### config.mk
export PLATFORM = sky130hd
export DESIGN_NAME = sec_word_encoder
export DESIGN_NICKNAME = d
export VERILOG_FILES = /design/src/rtl/sec_word_encoder.sv
export SDC_FILE = /design/constraint.sdc
export NUM_CORES = 1
export LEC_CHECK = 0
export BUFFER_PORTS_ARGS = -buffer_cell sky130_fd_sc_hd__clkbuf_2
export CORE_MARGIN = 2
export CORE_UTILIZATION = 40
export DETAILED_ROUTE_END_ITERATION = 16
export PLACE_DENSITY_LB_ADDON = 0.1
export SYNTH_ARGS = -nofsm -noshare
export SYNTH_HDL_FRONTEND = slang
export SYNTH_SLANG_ARGS = --single-unit
### constraint.sdc
create_clock -name clk -period 4.52 [get_ports clk]
set_input_delay 1.356 -clock clk [delete_from_list [all_inputs] [get_ports clk]]
set_output_delay 1.356 -clock clk [all_outputs]
set_load 0.1 [all_outputs]
### src/rtl/sec_word_encoder.sv
// sec_word_encoder
//
// Packs a byte stream into 32-bit data words and generates the 8 check bits
// that make the downstream single-error-correcting syndrome stage see an
// all-zero syndrome. Each finished word, its check bits and the captured
// check-enable are held in a one-entry output register with valid/ready.
// A single data bit can optionally be flipped after check generation so the
// downstream correction path can be exercised.
//
// Ports:
//   clk        in   rising-edge clock
//   rst_n      in   synchronous active-low reset
//   in_valid   in   byte available
//   in_ready   out  byte accepted when in_valid && in_ready
//   in_byte    in   [0:7] data byte, index 0 first in word order
//   in_last    in   this byte completes the word, remaining bytes are zero
//   chk_en     in   sampled with the first byte of a word, drives R_o
//   inj_en     in   sampled with the completing byte, flips one data bit
//   inj_idx    in   [4:0] data bit to flip
//   out_valid  out  word held in the output register
//   out_ready  in   consumer takes the word when out_valid && out_ready
//   ID_o       out  [0:31] data word
//   IC_o       out  [0:7] check bits (always of the uninjected word)
//   R_o        out  check enable for the downstream syndrome stage
module sec_word_encoder (
    input  logic        clk,
    input  logic        rst_n,
    input  logic        in_valid,
    output logic        in_ready,
    input  logic [0:7]  in_byte,
    input  logic        in_last,
    input  logic        chk_en,
    input  logic        inj_en,
    input  logic [4:0]  inj_idx,
    output logic        out_valid,
    input  logic        out_ready,
    output logic [0:31] ID_o,
    output logic [0:7]  IC_o,
    output logic        R_o
);

    logic [1:0]  cnt_q, cnt_d;
    logic [0:31] pack_q, pack_d;
    logic        chk_q, chk_d;
    logic        out_valid_q, out_valid_d;
    logic [0:31] id_q, id_d;
    logic [0:7]  ic_q, ic_d;
    logic        r_q, r_d;

    logic        accept;
    logic        complete;
    logic        chk_eff;
    logic [0:31] word;

    // Check bits: nibble parities folded pairwise (G) combined with the
    // column parities of each 16-bit half (XE).
    function automatic logic [0:7] calc_check(input logic [0:31] w);
        logic [0:7] f;
        logic [0:7] g;
        logic [0:7] xe;
        logic [0:7] ic;
        for (int n = 0; n < 8; n++) begin
            f[n] = w[4*n] ^ w[4*n+1] ^ w[4*n+2] ^ w[4*n+3];
        end
        g = {f[0] ^ f[1], f[2] ^ f[3], f[0] ^ f[2], f[1] ^ f[3],
             f[4] ^ f[5], f[6] ^ f[7], f[4] ^ f[6], f[5] ^ f[7]};
        for (int j = 0; j < 4; j++) begin
            xe[j] = w[j] ^ w[j+4] ^ w[j+8] ^ w[j+12];
        end
        for (int j = 4; j < 8; j++) begin
            xe[j] = w[j+12] ^ w[j+16] ^ w[j+20] ^ w[j+24];
        end
        ic[0:3] = g[4:7] ^ xe[0:3];
        ic[4:7] = g[0:3] ^ xe[4:7];
        return ic;
    endfunction

    // A byte may enter whenever the output slot is free or being drained.
    assign in_ready = !out_valid_q || out_ready;
    assign accept   = in_valid && in_ready;
    assign complete = accept && ((cnt_q == 2'd3) || in_last);

    // The first byte of a word supplies chk_en directly; later bytes use
    // the captured copy.
    assign chk_eff  = (cnt_q == 2'd0) ? chk_en : chk_q;

    // The packing register is cleared after every completion, so bytes
    // above the current position are already zero when in_last cuts a word
    // short.
    always_comb begin
        word = pack_q;
        case (cnt_q)
            2'd0:    word[0:7]   = in_byte;
            2'd1:    word[8:15]  = in_byte;
            2'd2:    word[16:23] = in_byte;
            default: word[24:31] = in_byte;
        endcase
    end

    always_comb begin
        cnt_d       = cnt_q;
        pack_d      = pack_q;
        chk_d       = chk_q;
        out_valid_d = out_valid_q;
        id_d        = id_q;
        ic_d        = ic_q;
        r_d         = r_q;

        if (accept) begin
            chk_d = chk_eff;
            if (complete) begin
                cnt_d  = 2'd0;
                pack_d = '0;
            end else begin
                cnt_d  = cnt_q + 2'd1;
                pack_d = word;
            end
        end

        // A completion always wins over a drain in the same cycle, which
        // keeps out_valid high across back-to-back words.
        if (complete) begin
            out_valid_d = 1'b1;
            id_d        = word;
            if (inj_en) begin
                id_d[inj_idx] = ~word[inj_idx];
            end
            ic_d = calc_check(word);
            r_d  = chk_eff;
        end else if (out_valid_q && out_ready) begin
            out_valid_d = 1'b0;
        end
    end

    always_ff @(posedge clk) begin
        if (!rst_n) begin
            cnt_q       <= 2'd0;
            pack_q      <= '0;
            chk_q       <= 1'b0;
            out_valid_q <= 1'b0;
            id_q        <= '0;
            ic_q        <= '0;
            r_q         <= 1'b0;
        end else begin
            cnt_q       <= cnt_d;
            pack_q      <= pack_d;
            chk_q       <= chk_d;
            out_valid_q <= out_valid_d;
            id_q        <= id_d;
            ic_q        <= ic_d;
            r_q         <= r_d;
        end
    end

    assign out_valid = out_valid_q;
    assign ID_o      = id_q;
    assign IC_o      = ic_q;
    assign R_o       = r_q;

endmodule

==> results.sh <==
export IMPL_outcome="finished, final reports clean"
export IMPL_gr_total_overflow=0
export IMPL_antenna_found_initial=0
export IMPL_cts_tree="built"
export IMPL_cts_made_buffers=9
export IMPL_period_needed_ns=3.40
export IMPL_synth_flop_cell="dfxtp_1"
export IMPL_finalSetupTns_ns=0
export IMPL_synth_nets=632
export IMPL_die_w_um=118
export IMPL_ys_types=49
export IMPL_crit_arrival_ns=2.05
export IMPL_synth_area_leaders="dfxtp_1 30%, o21ai_0 8.4%, xnor2_1 7.4%"
export IMPL_viasPerCell=5.83
export IMPL_clkTransAtPathRegs_ns=0.06
export IMPL_cap_violations=0
export IMPL_grt_util_all_layers=0.240
export IMPL_rsz0062_at_grt="false"
export IMPL_r2r_start="cnt_q[0]"
export IMPL_antenna_cells=0
export IMPL_num_nets_final=661
export IMPL_drt_iter0_drc=356
export IMPL_die_area_um2=13900
export IMPL_core_area_um2=12600
export IMPL_required_ns=3.16
export IMPL_n_fill_cell=1274
export IMPL_yosysMostFrequentCell="o21ai_0"
export IMPL_cts_max_path_buffers=2
export IMPL_place_congestion=0.937
export IMPL_synth_top_cell_area_share=0.298
export IMPL_reg2reg_slack_ns=1.30
export IMPL_hold_violations=0
export IMPL_maxSlewHeadroom=0.335
export IMPL_holdWs_ns=0.459
export IMPL_postCtsResizedCells=0
export IMPL_drtAntennaViolNets=0
export IMPL_io_buffers=62
export IMPL_initial_core_util=0.410
export IMPL_worstSetupPathType="in2out"
export IMPL_cts_root_buf="clkbuf_16"
export IMPL_multi_input_area_um2=3330
export IMPL_drcViolationCount=0
export IMPL_insertion_delay_ns=0.35
export IMPL_synth_edf_count=0
export IMPL_die_h_um=118
export IMPL_r2r_cells=8
export IMPL_timing_fmax_mhz=294
export IMPL_cp_max_fo=4
export IMPL_end_kind="output pin"
export IMPL_power_density_nw_per_um2=366
export IMPL_stdcell_area_um2=5890
export IMPL_cts_hold_buf=0
export IMPL_drive_above_1_share=0.200
export IMPL_peakVddDrop_mv=0.296
export IMPL_rows=41
export IMPL_critPathLaunch="out_ready"
export IMPL_clock_sinks=77
export IMPL_pin_count=63
export IMPL_slew_violations=0
export IMPL_via_count=4742
export IMPL_grt_pass1_wl_mm=25.7
export IMPL_wl_per_cell_um=20.3
export IMPL_synth_seq_area_share=0.298
export IMPL_wl_mm=16.5
export IMPL_post_cts_buffers=0
export IMPL_grt_pass1_vias=4422
export IMPL_fin_skew_ns=0.00928
export IMPL_critPathCapture="in_ready"
export IMPL_h_tree_depth=3
export IMPL_netlist_top_cells_count="87 x o21ai_0, 77 x dfxtp_1, 76 x nor2_1"
export IMPL_finalCritPeriodShare=0.753
export IMPL_syn_cell_area_um2=5180
export IMPL_tightest_slew_ns=0.996
export IMPL_yosysTopAreaCell="dfxtp_1"
export IMPL_hold_class="reg2reg"
export IMPL_syn_area_per_cell_um2=8.53
export IMPL_setup_viol=0
export IMPL_dpl_hpwl_mm=11.8
export IMPL_area_growth_synth_to_final_pct=13.8
export IMPL_placed_cell_area_um2=5550
export IMPL_static_leakage_power_nw=2.24
export IMPL_synth_seq_cells=77
export IMPL_synthArstFlopShare=0
export IMPL_grt_max_degree=72
export IMPL_dr_pass1_iters=5
export IMPL_cp_start_kind="input pin"
export IMPL_yosysWarnings=0
export IMPL_reg2reg_to="ID_o[4]"
export IMPL_synthCells=607
export IMPL_seqCellArea_um2=1540
flip-flops by register name (all words and copies together), names as in the netlist:
signal	cells
chk_q	1
R_o	1
IC_o	8
pack_q	32
cnt_q	2
ID_o	32
out_valid	1
cells in the final DEF (no fill, tap or decap), drive strengths merged, types with 5 or more instances in the layout:
master and count:
o21ai 91, dfxtp 77, nor2 76, clkbuf 75, a21oi 47, xnor2 45
mux2i 36, nand2 15, a32oi 15, buf 15, o31ai 13, mux4 13
nand3 12, mux2 11, inv 10, a31oi 10, xor2 10, nor3 8
xnor3 7, a22o 6, a22oi 6, ha 5
kinds of logic after synthesis:
| group | after synthesis | synth area share |
|---|---|---|
| xor gates and xnor gates | 62 | 0.125 |
| AOI/OAI and AO/OA | 207 | 0.240 |
| muxes | 60 | 0.157 |
| adders and majority gates | 5 | 0.0121 |
| buffers and inverters | 69 | 0.0616 |
| DFF | 77 | 0.298 |
| and+or+nand+nor | 127 | 0.107 |
stage by stage:
stage          setup slack, ns  utilization  cells  total power, mW
2_1_floorplan             1.01            -    607             1.22
3_3_place_gp             0.914        0.440    797             1.33
3_5_place_dp             0.842        0.440    797             1.33
4_1_cts                   1.11        0.467    813             2.17
5_1_grt                  0.995        0.467    813             2.23
6_report                  1.12        0.467    813             2.16
power breakdown:
group          internal [mW]  switching, mW
combinational          0.171          0.422
sequential             0.711         0.0183
clock                  0.543          0.293
total                   1.43          0.734
layout make-up:
type                    instances  area share
inverters                      10     0.00637
repair buffers                 77      0.0717
well taps                     172      0.0365
multi-input cells             461       0.565
clock buffers                  13      0.0475
clock inverters                 3      0.0110
flip-flops and latches         77       0.262
worst min path at each step:
| stage | slack [ns] | from | to | cells past startpoint |
|---|---|---|---|---|
| finish | 0.46 | chk_q | chk_q | 2 |
| global route | 0.50 | chk_q | chk_q | 2 |
| CTS | 0.46 | chk_q | chk_q | 2 |
| detailed placement | 0.45 | chk_q | chk_q | 2 |
| global placement | 0.44 | chk_q | chk_q | 2 |
| floorplan | 0.44 | chk_q | chk_q | 2 |
metal layers:
layer	global-route usage	wire length, um	vias up
met5	0	0	-
met3	0.0494	987	38
met1	0.323	7410	2280
li1	-	-	2253
met2	0.378	7540	171
met4	0.0934	569	0
worst max-delay path, cell delays in order:
cell and delay [ns]:
clkbuf_2 0.07, nand2b_1 0.14, clkbuf_2 0.48
(Power assumes the default switching activity.)
